===== src/rtl/region_guard_monitor.sv =====
// Region guard: checks CPU writes, DMA writes and instruction fetch against programmable and
// fixed protected regions, requests a device reset on violation and keeps a violation record.
module region_guard_monitor #(
   parameter int unsigned       NUM_REGIONS   = 4,
   parameter int unsigned       ADDR_W        = 16,
   parameter logic [ADDR_W-1:0] TCB_BASE      = 16'hA000,
   parameter logic [ADDR_W-1:0] TCB_SIZE      = 16'h4000,
   parameter logic [ADDR_W-1:0] RESET_HANDLER = 16'h0000,
   parameter int unsigned       KILL_HOLD     = 4,
   parameter int unsigned       CNT_W         = 8
) (
   input  logic                          clk,
   input  logic                          reset,
   input  logic [ADDR_W-1:0]             pc,
   input  logic [ADDR_W-1:0]             data_addr,
   input  logic                          data_en,
   input  logic [ADDR_W-1:0]             dma_addr,
   input  logic                          dma_en,
   input  logic [NUM_REGIONS*ADDR_W-1:0] region_min,
   input  logic [NUM_REGIONS*ADDR_W-1:0] region_max,
   input  logic [NUM_REGIONS-1:0]        region_en,
   input  logic [NUM_REGIONS-1:0]        region_xlock,
   output logic                          kill,
   output logic                          viol_valid,
   output logic [3:0]                    viol_region,
   output logic [1:0]                    viol_src,
   output logic [ADDR_W-1:0]             viol_addr,
   output logic [CNT_W-1:0]              viol_count
);

   localparam int unsigned       HoldW    = (KILL_HOLD > 1) ? $clog2(KILL_HOLD) : 1;
   localparam logic [HoldW-1:0]  HoldInit = HoldW'(KILL_HOLD - 1);
   // One extra bit so the exclusive TCB end never wraps.
   localparam logic [ADDR_W:0]   TcbEnd   = {1'b0, TCB_BASE} + {1'b0, TCB_SIZE};
   localparam logic [ADDR_W-1:0] MetaLo   = ADDR_W'(16'h0180);
   localparam logic [ADDR_W-1:0] MetaHi   = ADDR_W'(16'h01A5);
   localparam logic [ADDR_W-1:0] LogLo    = ADDR_W'(16'h01B0);
   localparam logic [ADDR_W-1:0] LogHi    = ADDR_W'(16'h0232);
   localparam logic [3:0]        CodeMeta = 4'hE;
   localparam logic [3:0]        CodeLog  = 4'hF;
   localparam logic [1:0]        SrcCpu   = 2'b01;
   localparam logic [1:0]        SrcDma   = 2'b10;
   localparam logic [1:0]        SrcExec  = 2'b11;

   typedef enum logic [0:0] {StRun, StKill} state_e;

   state_e            state_q, state_d;
   logic [HoldW-1:0]  hold_q, hold_d;
   logic              kill_q, kill_d;
   logic              valid_q, valid_d;
   logic [3:0]        region_q, region_d;
   logic [1:0]        src_q, src_d;
   logic [ADDR_W-1:0] addr_q, addr_d;
   logic [CNT_W-1:0]  count_q, count_d;

   logic                   pc_in_tcb;
   logic                   data_meta, data_log, dma_meta, dma_log;
   logic [NUM_REGIONS-1:0] data_hit, dma_hit, exec_hit;
   logic                   data_viol, dma_viol, exec_viol;
   logic                   viol_any;
   logic [3:0]             win_region;
   logic [1:0]             win_src;
   logic [ADDR_W-1:0]      win_addr;

   // An inverted range (lo > hi) matches nothing.
   function automatic logic in_range(input logic [ADDR_W-1:0] a,
                                     input logic [ADDR_W-1:0] lo,
                                     input logic [ADDR_W-1:0] hi);
      return (lo <= hi) && (a >= lo) && (a <= hi);
   endfunction

   function automatic logic [3:0] first_region(input logic [NUM_REGIONS-1:0] hits);
      logic [3:0] idx;
      idx = '0;
      for (int i = NUM_REGIONS - 1; i >= 0; i--) begin
         if (hits[i]) idx = 4'(i);
      end
      return idx;
   endfunction

   assign pc_in_tcb = (pc >= TCB_BASE) && ({1'b0, pc} < TcbEnd);

   assign data_meta = in_range(data_addr, MetaLo, MetaHi);
   assign data_log  = in_range(data_addr, LogLo, LogHi);
   assign dma_meta  = in_range(dma_addr, MetaLo, MetaHi);
   assign dma_log   = in_range(dma_addr, LogLo, LogHi);

   always_comb begin
      data_hit = '0;
      dma_hit  = '0;
      exec_hit = '0;
      for (int i = 0; i < NUM_REGIONS; i++) begin
         data_hit[i] = region_en[i] && in_range(data_addr, region_min[i*ADDR_W +: ADDR_W],
                                                region_max[i*ADDR_W +: ADDR_W]);
         dma_hit[i]  = region_en[i] && in_range(dma_addr, region_min[i*ADDR_W +: ADDR_W],
                                                region_max[i*ADDR_W +: ADDR_W]);
         exec_hit[i] = region_en[i] && region_xlock[i] &&
                       in_range(pc, region_min[i*ADDR_W +: ADDR_W],
                                region_max[i*ADDR_W +: ADDR_W]);
      end
   end

   assign data_viol = data_en && !pc_in_tcb && (data_meta || data_log || (|data_hit));
   assign dma_viol  = dma_en && (dma_meta || dma_log || (|dma_hit));
   assign exec_viol = !pc_in_tcb && (|exec_hit);
   assign viol_any  = data_viol || dma_viol || exec_viol;

   // Source priority CPU > DMA > exec; within a source META > LOG > lowest index.
   always_comb begin
      win_region = '0;
      win_src    = '0;
      win_addr   = '0;
      if (data_viol) begin
         win_src    = SrcCpu;
         win_addr   = data_addr;
         win_region = data_meta ? CodeMeta : (data_log ? CodeLog : first_region(data_hit));
      end else if (dma_viol) begin
         win_src    = SrcDma;
         win_addr   = dma_addr;
         win_region = dma_meta ? CodeMeta : (dma_log ? CodeLog : first_region(dma_hit));
      end else if (exec_viol) begin
         win_src    = SrcExec;
         win_addr   = pc;
         win_region = first_region(exec_hit);
      end
   end

   always_comb begin
      state_d  = state_q;
      hold_d   = hold_q;
      valid_d  = 1'b0;
      region_d = region_q;
      src_d    = src_q;
      addr_d   = addr_q;
      count_d  = count_q;
      case (state_q)
         StRun: begin
            hold_d = HoldInit;
            if (viol_any) begin
               state_d  = StKill;
               valid_d  = 1'b1;
               region_d = win_region;
               src_d    = win_src;
               addr_d   = win_addr;
               if (count_q != '1) count_d = count_q + CNT_W'(1);
            end
         end
         StKill: begin
            if (viol_any) begin
               hold_d = HoldInit;
            end else if ((hold_q == '0) && (pc == RESET_HANDLER)) begin
               state_d = StRun;
            end else if (hold_q != '0) begin
               hold_d = hold_q - HoldW'(1);
            end
         end
         default: state_d = StKill;
      endcase
      kill_d = (state_d == StKill);
   end

   always_ff @(posedge clk) begin
      if (reset) begin
         state_q  <= StKill;
         hold_q   <= HoldInit;
         kill_q   <= 1'b1;
         valid_q  <= 1'b0;
         region_q <= '0;
         src_q    <= '0;
         addr_q   <= '0;
         count_q  <= '0;
      end else begin
         state_q  <= state_d;
         hold_q   <= hold_d;
         kill_q   <= kill_d;
         valid_q  <= valid_d;
         region_q <= region_d;
         src_q    <= src_d;
         addr_q   <= addr_d;
         count_q  <= count_d;
      end
   end

   assign kill        = kill_q;
   assign viol_valid  = valid_q;
   assign viol_region = region_q;
   assign viol_src    = src_q;
   assign viol_addr   = addr_q;
   assign viol_count  = count_q;

endmodule


===== config.mk =====
export PLATFORM = sky130hd
export DESIGN_NAME = region_guard_monitor
export DESIGN_NICKNAME = d
export VERILOG_FILES = /design/src/rtl/region_guard_monitor.sv
export SDC_FILE = /design/constraint.sdc
export NUM_CORES = 1
export LEC_CHECK = 0
export BUFFER_PORTS_ARGS = -buffer_cell sky130_fd_sc_hd__buf_4
export CORE_MARGIN = 2
export CORE_UTILIZATION = 50
export DETAILED_ROUTE_END_ITERATION = 16
export PLACE_DENSITY = 0.76
export SYNTH_ARGS = -nofsm -noshare
export SYNTH_HDL_FRONTEND = slang
export SYNTH_SLANG_ARGS = --single-unit

===== constraint.sdc =====
create_clock -name clk -period 3.26 [get_ports clk]
set_clock_uncertainty 0.05 [all_clocks]
set_input_delay 0.326 -clock clk [delete_from_list [all_inputs] [get_ports clk]]
set_output_delay 0.326 -clock clk [all_outputs]
set_load 0.1 [all_outputs]

==> results.cfg <==
[power_and_ir_drop]
power_density_nw_per_um2 = 190
overall_power_mw = 3.36
share_clk_of_total_power = 0.168
power.ir.vdd_worst_mv = 0.251
power.share.combinational = 0.709
switchingPower_mw = 1.45
swShare = 0.430
seq_power_share = 0.123
power_report.internal_total_mw = 1.91
cellLeakagePower_nw = 9.26

[timing]
max-slew-margin-rel = 0.582
layout_worst_path_cycle_share = 1.05
timing.final.setup_violations = 28
grt_setup_unrepaired = true
tightestPinTransition_ps = 625
post-route-worst-setup-slack_ps = -162
hold_viol = 0
report.final.slew_viol_count = 0
fmax_mhz = 292
finalSetupTns_ps = -2060
final.min_clock_period_ps = 3420

[place]
hpwl_um = 44200
dp_cells = 2358
portBuffers = 219
gpl.final_weighted_congestion = 1.03

[worst_setup_path]
data_required_time_at_the_worst_endpoint_ps = 3420
regToRegStartpoint = viol_count[0]
arrival_ps = 3590
r2r_slack_ps = 1210
r2r.worst_path.cells = 6
worst-setup-path-type = in -> reg
endpoint_kind = flip-flop
path_max_fanout = 7
reg2reg_to = viol_count[1]
startpoint = region_max[62]
timing.critical_path.from_type = input port

[drt]
route.layer.met1.wl_um = 19900
detailroute.wirelength.met3_um = 4780
avgViaCountPerCell = 6.39
drt-wirelength-per-cell_um = 22.6
met2_length_um = 24000
initialDrtViolationCount = 1362
detail_route.wirelength_um = 53900
route.vias.total = 15200
final_antenna_net_count = 0
drt_drc_violations_left = 0
top_signal_layer_used = met4
drt_pass1_iterations = 9

[floorplanning]
initial_core_util = 0.511
floorplan.core_area_um2 = 23500
design.die.area_um2 = 25300
std_cell_rows = 56
die_boundary_height_um = 159
num_io_pins = 220
dieWidth_um = 159

[layout]
drive_gt1_frac = 0.333
insertedDiodeCount = 0
area_delta_synth_final_pct = 47.0
finish.utilization = 0.752
final.fill_count = 1788
layout.nets = 2705
stdcell_count = 2387

[yosys]
synthFlopType = sky130_fd_sc_hd__dfxtp_1
post_synth_main_area_contributors = sky130_fd_sc_hd__ha_1 47%, sky130_fd_sc_hd__a21oi_1 7.0%, sky130_fd_sc_hd__dfxtp_1 5.5%, sky130_fd_sc_hd__inv_1 4.6%, sky130_fd_sc_hd__nand4_1 4.3%
syn-mean-instance-area_um2 = 8.09
post_synth_fa_ha_maj_area_fraction = 0.468
synth_compound_area_frac = 0.260
dominant_combinational_cell_family_by_area_after_synthesis = adder cells
ys_warn_count = 0
synth_top_area_share = 0.468
synth_edf_count = 0
post_synth_mux_area_share = 0.00166
syn_area_um2 = 12000
xor_and_xnor_fraction_of_the_mapped_netlist_area = 0.00145
ys_types = 74
synthDominantAreaCellType = sky130_fd_sc_hd__ha_1
synth_fp_nets = 2127
synthesis.instances = 1489
synth-seq-area-share = 0.0549
postSynth.asyncResetShare = 0
synth-simple-area-share = 0.161
ys_seq_elements = 33

[outcome]
violations = negative setup slack
status = complete, but fails checks

[global_route]
grt_antenna_before_repair = 0
first_global_vias = 15600
gr-usage-all-layers = 0.407
globalRouteOverflowTotal = 0
grt_start_max_net_pins = 30
wire_length_of_the_first_global_routing_pass_um = 81600

[cts]
cts_tree = built
clock_latency_on_the_worst_skew_pair_ps = 280
cts_max_level = 2
cts.sink_count = 33
postCtsHoldBufs = 0
clockRootBuffer = sky130_fd_sc_hd__clkbuf_16
path_clk_slew_ps = 50
cts_inserted_buffers = 5
max-clock-path-buffers = 2

[worst_hold_path]
worstHoldStart = reset
holdCritPathClass = in -> reg
min_path_cells = 2
hold-path-endpoint = viol_count[4]

[flow_run]
drv.max_cap_violation_count = 0
[cells in the final DEF (no fill, tap or decap), drive strengths merged, types with 6 or more instances in the layout]
cell type / Yosys / routed
nor4: 13 / 13
a221oi: 13 / 13
dfxtp: 33 / 33
nand3: 57 / 57
ha: 450 / 450
o211ai: 19 / 19
a21boi: 10 / 10
buf: 9 / 588
nand2: 74 / 74
nor2b: 19 / 19
a31o: 15 / 15
nor3: 15 / 15
nand4: 83 / 83
o31a: 7 / 7
and2: 6 / 6
o31ai: 11 / 11
and3: 9 / 9
or4: 9 / 9
o21ai: 63 / 63
a21o: 59 / 59
a221o: 7 / 7
a211oi: 30 / 30
clkbuf: 8 / 6
a21oi: 170 / 170
nor2: 46 / 46
nand2b: 18 / 18
inv: 148 / 144
a211o: 10 / 10
[sequential cells by signal (all words and copies together), names as in the netlist]
register     flops
viol_region      3
viol_count       8
kill             1
hold_q           2
viol_valid       1
viol_addr       16
viol_src         2
[logic make-up after synthesis]
family          after synthesis
buf+inv                     166
simple gates                366
compound gates              470
xor+xnor                      2
fa+ha+maj                   450
mux                           2
flops                        33
[Yosys cell counts (6+ instances only)]
cell type / count
sky130_fd_sc_hd__and3_1: 9
sky130_fd_sc_hd__ha_1: 450
sky130_fd_sc_hd__a211o_1: 10
sky130_fd_sc_hd__o21ai_0: 59
sky130_fd_sc_hd__inv_1: 148
sky130_fd_sc_hd__a21oi_1: 168
sky130_fd_sc_hd__or4_1: 9
sky130_fd_sc_hd__a31o_2: 10
sky130_fd_sc_hd__nor2b_1: 19
sky130_fd_sc_hd__a211oi_1: 30
sky130_fd_sc_hd__o211ai_1: 19
sky130_fd_sc_hd__a221o_1: 7
sky130_fd_sc_hd__a221oi_1: 12
sky130_fd_sc_hd__o31ai_1: 10
sky130_fd_sc_hd__nor4_1: 13
sky130_fd_sc_hd__nand4_1: 83
sky130_fd_sc_hd__nand3_1: 57
sky130_fd_sc_hd__nand2b_1: 18
sky130_fd_sc_hd__clkbuf_1: 8
sky130_fd_sc_hd__o31a_1: 7
sky130_fd_sc_hd__a21boi_0: 8
sky130_fd_sc_hd__nand2_1: 74
sky130_fd_sc_hd__and2_1: 6
sky130_fd_sc_hd__nor2_1: 46
sky130_fd_sc_hd__dfxtp_1: 33
sky130_fd_sc_hd__nor3_1: 15
sky130_fd_sc_hd__a21o_1: 59
[through the flow]
stage	setup WS (ps)	area [µm²]	hold WS (ps)
CTS	-12.7	17400	289
detailed placement	-813	16800	415
global route	-258	17700	291
floorplan	118	12000	413
finish	-162	17700	306
global placement	-746	16800	415
[power by group through the flow]
stage	sequential [mW]	combinational, mW	clock [mW]
after CTS	0.412	2.26	0.562
after floorplan	0.419	1.03	0
after detailed placement	0.420	2.18	0
after global routing	0.412	2.58	0.586
final	0.412	2.38	0.565
after global placement	0.420	2.09	0
[layer usage]
layer | global-route usage | vias up
li1 | - | 6973
met3 | 0.0664 | 305
met5 | 0 | -
met4 | 0.333 | 0
met1 | 0.460 | 7031
met2 | 0.678 | 935
[critical path, cell delays in order]
cell and delay [ps]:
sky130_fd_sc_hd__buf_4 110, sky130_fd_sc_hd__inv_1 180, sky130_fd_sc_hd__ha_1 300, sky130_fd_sc_hd__buf_4 150, sky130_fd_sc_hd__a21oi_1 170, sky130_fd_sc_hd__nand2_1 100, sky130_fd_sc_hd__a221o_1 290, sky130_fd_sc_hd__o31ai_1 190
sky130_fd_sc_hd__buf_4 160, sky130_fd_sc_hd__buf_4 140, sky130_fd_sc_hd__o211ai_1 130, sky130_fd_sc_hd__o211a_1 220, sky130_fd_sc_hd__a21oi_4 220, sky130_fd_sc_hd__o31ai_4 90, sky130_fd_sc_hd__buf_12 150, sky130_fd_sc_hd__buf_8 130
sky130_fd_sc_hd__or3_4 380, sky130_fd_sc_hd__a21oi_2 140
[final cells by class]
cell class,count,area (µm²),area share
tap,319,399,0.0226
timing repair buffer,588,4630,0.262
inverter,149,584,0.0330
clock inverter,2,37.5,0.00212
multi-input combinational,1290,11200,0.636
sequential,33,661,0.0373
clock buffer,6,139,0.00785
[how the worst max path moves through the flow]
stage	slack (ps)	to	cells past startpoint
final	-160	viol_count[2]	18
after global routing	-260	viol_count[2]	18
after CTS	-10	viol_count[4]	14
after detailed placement	-810	viol_count[7]	15
after global placement	-750	viol_count[7]	15
after floorplan	120	hold_q[1]	13
[timing repair]
| action | in CTS | in global routing |
|---|---|---|
| buffers inserted | 12 | 9 |
| pin swaps | 40 | 34 |
| endpoints found under the setup margin | 33 | 30 |
| cloned | 1 | 0 |
| gates resized for setup | 71 | 35 |
No activity file was read; power rests on OpenSTA's default activity.
